### src/rtl/int_sequencer_if.sv
// Pin/control bundle between the interrupt sequencer and its surroundings.
// The slave modport is the sequencer; the master side drives pins and observes controls.
interface int_sequencer_if;
  logic        NMI_L;
  logic        IRQ_L;
  logic        RES_L;
  logic        RDY;
  logic        SYNC;
  logic        I_flag;
  logic        busy;
  logic        forceBRK;
  logic        pcHold;
  logic        pushEn;
  logic [1:0]  pushSel;
  logic        RW;
  logic        stackDec;
  logic [15:0] vecAddr;
  logic        setI;
  logic        intDone;
  logic [1:0]  srcCode;

  modport master (
    output NMI_L, IRQ_L, RES_L, RDY, SYNC, I_flag,
    input  busy, forceBRK, pcHold, pushEn, pushSel, RW, stackDec,
           vecAddr, setI, intDone, srcCode
  );

  modport slave (
    input  NMI_L, IRQ_L, RES_L, RDY, SYNC, I_flag,
    output busy, forceBRK, pcHold, pushEn, pushSel, RW, stackDec,
           vecAddr, setI, intDone, srcCode
  );
endinterface

### src/rtl/int_sequencer.sv
// 6502C interrupt/reset entry sequencer: RES > NMI > IRQ arbitration and 7-cycle BRK entry.
// Optional macro INT_NMI_HIJACK_EN lets an NMI arriving during an IRQ entry take over its vector fetch.
module int_sequencer #(
  parameter logic [15:0] NMI_VEC = 16'hFFFA,
  parameter logic [15:0] RES_VEC = 16'hFFFC,
  parameter logic [15:0] IRQ_VEC = 16'hFFFE
) (
  input logic            clock,
  input logic            reset,
  int_sequencer_if.slave bus
);

  typedef enum logic [3:0] {
    ST_IDLE, ST_RHOLD, ST_S1, ST_S2, ST_S3, ST_S4, ST_S5, ST_S6, ST_S7
  } state_e;

  typedef enum logic [1:0] {
    SRC_NONE = 2'd0, SRC_RES = 2'd1, SRC_NMI = 2'd2, SRC_IRQ = 2'd3
  } src_e;

  state_e      state_q, state_d;
  src_e        src_q, src_d;
  logic [15:0] base_q, base_d;
  logic        nmi_prev_q;
  logic        nmi_pend_q, nmi_pend_d;
  logic        nmi_edge, nmi_any, irq_req;

  assign nmi_edge = nmi_prev_q & ~bus.NMI_L;
  assign nmi_any  = nmi_pend_q | nmi_edge;
  assign irq_req  = ~bus.IRQ_L & ~bus.I_flag;

  // NOTE: every variable gets its default before the case so no path can infer a latch.
  always_comb begin
    state_d    = state_q;
    src_d      = src_q;
    base_d     = base_q;
    nmi_pend_d = nmi_pend_q | nmi_edge;
    if (!bus.RES_L) begin
      state_d    = ST_RHOLD;
      src_d      = SRC_NONE;
      nmi_pend_d = 1'b0;
    end else begin
      case (state_q)
        ST_IDLE: if (bus.RDY && bus.SYNC && (nmi_any || irq_req)) begin
          state_d = ST_S1;
          src_d   = nmi_any ? SRC_NMI : SRC_IRQ;
        end
        ST_RHOLD: begin
          state_d = ST_S1;
          src_d   = SRC_RES;
        end
        ST_S1: if (bus.RDY) state_d = ST_S2;
        ST_S2: if (bus.RDY) state_d = ST_S3;
        ST_S3: state_d = ST_S4;
        ST_S4: state_d = ST_S5;
        ST_S5: begin
          state_d = ST_S6;
`ifdef INT_NMI_HIJACK_EN
          if (src_q == SRC_IRQ && nmi_any) src_d = SRC_NMI;
`endif
          case (src_d)
            SRC_RES: base_d = RES_VEC;
            SRC_NMI: base_d = NMI_VEC;
            default: base_d = IRQ_VEC;
          endcase
          // An edge landing now on an NMI already in service is a fresh NMI and stays pending.
          if (src_d == SRC_NMI) nmi_pend_d = (src_q == SRC_NMI) ? nmi_edge : 1'b0;
        end
        ST_S6: if (bus.RDY) state_d = ST_S7;
        ST_S7: if (bus.RDY) begin
          state_d = ST_IDLE;
          src_d   = SRC_NONE;
        end
        default: state_d = ST_IDLE;
      endcase
    end
  end

  // NOTE: sequential state uses non-blocking assignments so all registers update together.
  always_ff @(posedge clock) begin
    if (reset) begin
      state_q    <= ST_IDLE;
      src_q      <= SRC_NONE;
      base_q     <= 16'h0000;
      nmi_prev_q <= 1'b1;
      nmi_pend_q <= 1'b0;
    end else begin
      state_q    <= state_d;
      src_q      <= src_d;
      base_q     <= base_d;
      nmi_prev_q <= bus.NMI_L;
      nmi_pend_q <= nmi_pend_d;
    end
  end

  // Moore decode: outputs depend only on registered state, so RDY stalls hold them naturally.
  always_comb begin
    bus.busy     = 1'b1;
    bus.forceBRK = 1'b0;
    bus.pcHold   = 1'b0;
    bus.pushEn   = 1'b0;
    bus.pushSel  = 2'd0;
    bus.RW       = 1'b1;
    bus.stackDec = 1'b0;
    bus.vecAddr  = 16'h0000;
    bus.setI     = 1'b0;
    bus.intDone  = 1'b0;
    bus.srcCode  = src_q;
    case (state_q)
      ST_IDLE: bus.busy = 1'b0;
      ST_S1: begin
        bus.forceBRK = 1'b1;
        bus.pcHold   = 1'b1;
      end
      ST_S2: bus.pcHold = 1'b1;
      ST_S3, ST_S4, ST_S5: begin
        bus.stackDec = 1'b1;
        bus.pushEn   = (src_q != SRC_RES);
        bus.RW       = (src_q == SRC_RES);
        case (state_q)
          ST_S3:   bus.pushSel = 2'd0;
          ST_S4:   bus.pushSel = 2'd1;
          default: bus.pushSel = 2'd2;
        endcase
      end
      ST_S6: begin
        bus.vecAddr = base_q;
        bus.setI    = 1'b1;
      end
      ST_S7: begin
        bus.vecAddr = base_q + 16'd1;
        bus.pcHold  = 1'b1;
        bus.intDone = 1'b1;
      end
      default: ;
    endcase
  end

endmodule

### src/flat_wrapper.sv
// flat-port wrapper written by rule: the top's interface ports become plain ports
module int_sequencer_flat 
#(
  parameter logic [15:0] NMI_VEC = 16'hFFFA,
  parameter logic [15:0] RES_VEC = 16'hFFFC,
  parameter logic [15:0] IRQ_VEC = 16'hFFFE
)
  (clock, reset, bus_NMI_L, bus_IRQ_L, bus_RES_L, bus_RDY, bus_SYNC, bus_I_flag, bus_busy, bus_forceBRK, bus_pcHold, bus_pushEn, bus_pushSel, bus_RW, bus_stackDec, bus_vecAddr, bus_setI, bus_intDone, bus_srcCode);
  int_sequencer_if bus_i ();
  input logic clock;
  input logic reset;
  input wire logic [$bits(bus_i.NMI_L)-1:0] bus_NMI_L;
  input wire logic [$bits(bus_i.IRQ_L)-1:0] bus_IRQ_L;
  input wire logic [$bits(bus_i.RES_L)-1:0] bus_RES_L;
  input wire logic [$bits(bus_i.RDY)-1:0] bus_RDY;
  input wire logic [$bits(bus_i.SYNC)-1:0] bus_SYNC;
  input wire logic [$bits(bus_i.I_flag)-1:0] bus_I_flag;
  output wire logic [$bits(bus_i.busy)-1:0] bus_busy;
  output wire logic [$bits(bus_i.forceBRK)-1:0] bus_forceBRK;
  output wire logic [$bits(bus_i.pcHold)-1:0] bus_pcHold;
  output wire logic [$bits(bus_i.pushEn)-1:0] bus_pushEn;
  output wire logic [$bits(bus_i.pushSel)-1:0] bus_pushSel;
  output wire logic [$bits(bus_i.RW)-1:0] bus_RW;
  output wire logic [$bits(bus_i.stackDec)-1:0] bus_stackDec;
  output wire logic [$bits(bus_i.vecAddr)-1:0] bus_vecAddr;
  output wire logic [$bits(bus_i.setI)-1:0] bus_setI;
  output wire logic [$bits(bus_i.intDone)-1:0] bus_intDone;
  output wire logic [$bits(bus_i.srcCode)-1:0] bus_srcCode;
  assign bus_i.NMI_L = bus_NMI_L;
  assign bus_i.IRQ_L = bus_IRQ_L;
  assign bus_i.RES_L = bus_RES_L;
  assign bus_i.RDY = bus_RDY;
  assign bus_i.SYNC = bus_SYNC;
  assign bus_i.I_flag = bus_I_flag;
  assign bus_busy = bus_i.busy;
  assign bus_forceBRK = bus_i.forceBRK;
  assign bus_pcHold = bus_i.pcHold;
  assign bus_pushEn = bus_i.pushEn;
  assign bus_pushSel = bus_i.pushSel;
  assign bus_RW = bus_i.RW;
  assign bus_stackDec = bus_i.stackDec;
  assign bus_vecAddr = bus_i.vecAddr;
  assign bus_setI = bus_i.setI;
  assign bus_intDone = bus_i.intDone;
  assign bus_srcCode = bus_i.srcCode;
  int_sequencer #(.NMI_VEC(NMI_VEC), .RES_VEC(RES_VEC), .IRQ_VEC(IRQ_VEC)) u_core (.clock(clock), .reset(reset), .bus(bus_i));
endmodule
### config.mk
export PLATFORM = sky130hd
export DESIGN_NAME = int_sequencer_flat
export DESIGN_NICKNAME = d
export VERILOG_FILES = /design/src/rtl/int_sequencer_if.sv /design/src/rtl/int_sequencer.sv /design/src/flat_wrapper.sv
export SDC_FILE = /design/constraint.sdc
export NUM_CORES = 1
export LEC_CHECK = 0
export CELL_PAD_IN_SITES_DETAIL_PLACEMENT = 0
export CELL_PAD_IN_SITES_GLOBAL_PLACEMENT = 2
export CORE_UTILIZATION = 21
export CTS_CLUSTER_SIZE = 30
export DETAILED_ROUTE_END_ITERATION = 10
export PLACE_DENSITY_LB_ADDON = 0.1
export SETUP_SLACK_MARGIN = 0.5
export SLEW_MARGIN = 20
export SYNTH_ARGS = -nofsm -noshare
export SYNTH_HDL_FRONTEND = slang
export SYNTH_SLANG_ARGS = --single-unit
### constraint.sdc
create_clock -name clock -period 2.2 [get_ports clock]
set_clock_uncertainty 0.1 [all_clocks]
set_input_delay 0.33 -clock clock [delete_from_list [all_inputs] [get_ports clock]]
set_output_delay 0.33 -clock clock [all_outputs]
set_load 0.02 [all_outputs]
Yosys cells after proc, flatten, opt, wreduce, memory -nomap -nowiden

Cells that the tools add are included.

Register bits: 24
Input bits: 8
Output and inout bits: 28
Word-level logic and storage cells: 72

$add $sub $neg: 1
Equality and inequality tests: 21
Multiplexer cells: 25
Bitwise operators: 7
Reduce and logical (&&, ||, !) cells: 12

Operators with widths:

| kind                  | number |
|---|---|
| $pmux 4 s9            | 1 |
| $pmux 16 s2           | 1 |
| $mux 4                | 5 |
| $add 16x1->16 const B | 1 |
| $eq 4x3->1 const B    | 4 |
| $mux 1                | 12 |
| $ne 3x3->1 const B    | 4 |
| $reduce_and 5->1      | 2 |
| $eq 4x2->1 const B    | 2 |
| $ne 2x2->1 const B    | 4 |
| $mux 2                | 3 |
| $pmux 2 s3            | 1 |
| $pmux 3 s2            | 1 |
| $reduce_or 3->1       | 2 |
| $eq 4x1->1 const B    | 1 |
| $eq 4x4->1 const B    | 1 |
| $logic_not 4->1       | 1 |
| $ne 2x1->1 const B    | 2 |
| $not 1->1             | 4 |
| $pmux 2 s2            | 1 |
| $ne 3x2->1 const B    | 1 |
| $reduce_and 3->1      | 1 |
| $reduce_bool 3->1     | 1 |
| $and 1x1->1           | 2 |
| 7 further kinds       | 8 |

Logic depth before layout (Yosys ltp)

Depth in word-level cells: 8
Gate-level depth with buffers: 6
Depth with buffers taken out: 4

Least setup slack after synthesis

Ideal clock, no wire load.

Kind: flip-flop to output port
From: register u_core.state_q[0]
To: output bus_vecAddr[10]
Arrival: 1.876 ns
Required time: 1.770 ns
Setup slack: -0.106 ns
Stages on the path, launching flop included: 6
Path buffers: 2
Cells stage by stage: dfxtp_1 -> buf_6 -> nor4b_2 -> or2_1 -> and2_1 -> buf_4

Word-level cells in the longest chain between the ends: 2
Elaborated cells between the ends (all ways): 3
Classes of those cells: eq/ne (2); mux (1)

RTL lines:

| element                                  | RTL line             | source |
|---|---|---|
| from (decl)                              | int_sequencer.sv:21  | `state_e state_q, state_d;` |
| from (signal assigned)                   | int_sequencer.sv:88  | `state_q <= state_d;` |
| $eq 4x4->1 or $eq 4x3->1 (tied branches) | int_sequencer.sv:109 | `case (state_q)` |
| $pmux 16 s2 *                            | int_sequencer.sv:109 |  |
| to (decl)                                | flat_wrapper.sv:25   | `output wire logic [$bits(bus_i.vecAddr)-1:0] bus_vecAddr;` |

Mark *: on every way between the ends. The rest lies on a longest branch, timed or not.

Final worst setup path

From: register u_core.state_q[0]
To: output bus_vecAddr[15]

Same word-level chain as after synthesis.

==> metrics <==
run status=finished, final reports clean; Synth top area share=28.3%; Top FF cell, synth=dfxtp_1; final instance area=about 0.0014 mm^2; Worst IR Drop VDD=~170 uV; cts-stage hold buffer count=0; DRC errors left=0; library cells used by synthesis=34; I/O Buffers=35; leading area contributor after synthesis=dfxtp_1; number of routed nets with antenna violations=0; Worst R2R Path Depth=6; Post-DP HPWL=between 1.5 and 2 mm; Pre-antenna DRT Iters=2; leak pwr=0.586 nW; # IOs=36; Syn Inst Count=96; top cells by area, synth=dfxtp_1, buf_4, buf_6; crit-path max FO=7; TritonCTS Sinks=11; cell area after placement=0.00117 mm^2; minimum clock period=1.85 ns; Seq/Total Area, Yosys=between 20 and 30%; Avg WL per Cell=11.9 um; starting DRC count in detailed routing=9; ANT cells=0; synth warn=0; H-Tree Depth=1; # nets final=149; Vias/cell=roughly 4.4; via count=825; clock-pin slew on the worst setup and hold paths=~0.050 ns; final hold vios=0; Horiz. Die Dim=roughly 63 um; Slew headroom=roughly 73%; TritonCTS clock tree=done; synthesis-stage register bit count=11; final cycle utilization of the critical path=84.2%; first-pass GRT wire length=roughly 3.6 mm; Final setup viols=0; number of global-route vias before repair=785; total CTS buffers=3; Rows=21; Routed WL=2.22 mm; Crit path required time=roughly 1.8 ns; Clock Tree Buf Depth=2; EDFF count, synth=0; worst-margin pin slew=roughly 0.4 ns; clk_lat worst skew=0.24 ns; DIE HEIGHT=62.9 um; GP Congestion=around 0.73; Area Overhead vs Synth=78.7%; Post-Syn Area per Cell=8.12 um^2; Synthesized Nets=104; crit end category=output pin; Hold Path Depth=2; Crit Path Category=register to output pin; max-slew violation count=0; Post-synth ARST share=0%; unrepaired setup endpoints after global routing=true; cell area after synthesis=between 700 and 800 um^2; Die Area=~0.0040 mm^2; Worst setup SP type=register; Core ar.=0.00344 mm^2; share of cells above drive strength 1=a little over half; overall global routing resource usage=11.7%; root buffer cell=clkbuf_8; GRT overflow=0; Setup Total Neg Slack=0 ns; max_cap viols=0; largest net degree at the start of global routing=13; worst hold path type=register to register; initial antenna violation count=0; Starting Density=22.6%; Worst Path Arrival=1.42 ns; Pwr Density=407 mW/mm^2; Fmax=540 MHz
## cells in the final DEF, fill, tap and decap left out, types with 2 or more instances in the layout
master,n
clkdlybuf4s50_1,9
and2_4,5
nor2b_1,2
buf_2,3
nand2_1,7
nor2_1,7
dfxtp_4,4
nand2b_1,2
inv_1,3
a21oi_1,5
mux2i_1,2
dfxtp_1,7
buf_4,19
nor3_1,6
nor4b_4,2
buf_6,24
clkbuf_8,3
o21ai_0,2
## per-layer routing
layer  vias to the layer above  routed length, um  GRT usage, %
met1                       381                998          14.8
met3                         4                 78          1.82
li1                        415                  -             -
met4                         0                 23          5.23
met5                         -                  0             0
met2                        25               1120          19.2
## cells by family (layout without fill, tap and decap cells)
| group | after synthesis | in the layout | synth area share (%) |
|---|---|---|---|
| AND/OR/NAND/NOR | 43 | 44 | 32.3 |
| buffers and inverters | 22 | 65 | 20.4 |
| AO/OA/AOI/OAI | 17 | 17 | 15.4 |
| flip-flops | 11 | 11 | 28.3 |
| multiplexers | 2 | 2 | 2.57 |
| XOR/XNOR | 1 | 1 | 1.12 |
## timing repair
action                     4_1_cts  5_1_grt
setup buffers                    6        5
setup endpoints to repair       28       27
pin swaps                        7        8
gates resized for setup        150       20
cloned                           1        0
## final cells by class
type                    instances  area [um^2]
well taps                      46         57.6
flip-flops and latches         11          235
inverters                       4         15.0
repair buffers                 57          542
fillers                       372         2050
multi-input cells              64          498
clock buffers                   4         45.0
## Yosys cell counts (2+ instances only)
cell type,count
a21oi_1,6
and2_1,4
buf_4,14
buf_6,3
dfxtp_1,11
inv_1,4
mux2i_1,2
nand2_1,8
nand2b_1,3
nor2_1,8
nor2b_1,2
nor3_1,6
nor4b_1,2
o21ai_0,2
o31ai_1,2
## stage by stage
| stage | power, mW | hold WS (ns) | cells | setup WS [ns] | utilization (%) |
|---|---|---|---|---|---|
| 2_1_floorplan | 0.291 | 0.299 | 96 | 0.347 | - |
| 3_3_place_gp | 0.338 | 0.363 | 170 | 0.0671 | 34.1 |
| 3_5_place_dp | 0.338 | 0.363 | 170 | 0.0504 | 34.1 |
| 4_1_cts | 0.562 | 0.386 | 181 | 0.302 | 37.3 |
| 5_1_grt | 0.599 | 0.410 | 186 | 0.302 | 40.5 |
| 6_report | 0.567 | 0.378 | 186 | 0.348 | 40.5 |
## registers in the layout (all words and copies together), names as in the netlist
signal / cells
u_core.nmi_prev_q: 1
u_core.state_q: 4
u_core.nmi_pend_q: 1
u_core.base_q: 3
u_core.bus.srcCode: 2
## critical path, cell delays in order, from the launching register on
cell     delay, ns
dfxtp_4       0.36
nor4b_4       0.29
or2_4         0.18
and2_4        0.21
buf_6         0.14
## worst paths after layout
kind	startpoint	end	slack [ns]
worst max-delay path	u_core.state_q[0]$_SDFFE_PP0P_	bus_vecAddr[15]	0.35
worst min-delay path	u_core.bus.srcCode[1]$_SDFFE_PP0P_	u_core.bus.srcCode[1]$_SDFFE_PP0P_	0.38
worst max register to register	u_core.state_q[1]$_SDFFE_PP0P_	u_core.bus.srcCode[0]$_SDFFE_PP0P_	0.64
worst min register to register	u_core.bus.srcCode[1]$_SDFFE_PP0P_	u_core.bus.srcCode[1]$_SDFFE_PP0P_	0.38
## where the power goes
part | leakage [nW] | switching (mW) | internal [mW] | total (mW)
logic | 0.471 | 0.0644 | 0.0818 | 0.146
clock network | 0.0228 | 0.0784 | 0.127 | 0.206
registers | 0.0925 | 0.0103 | 0.205 | 0.215
(Power assumes the default switching activity.)
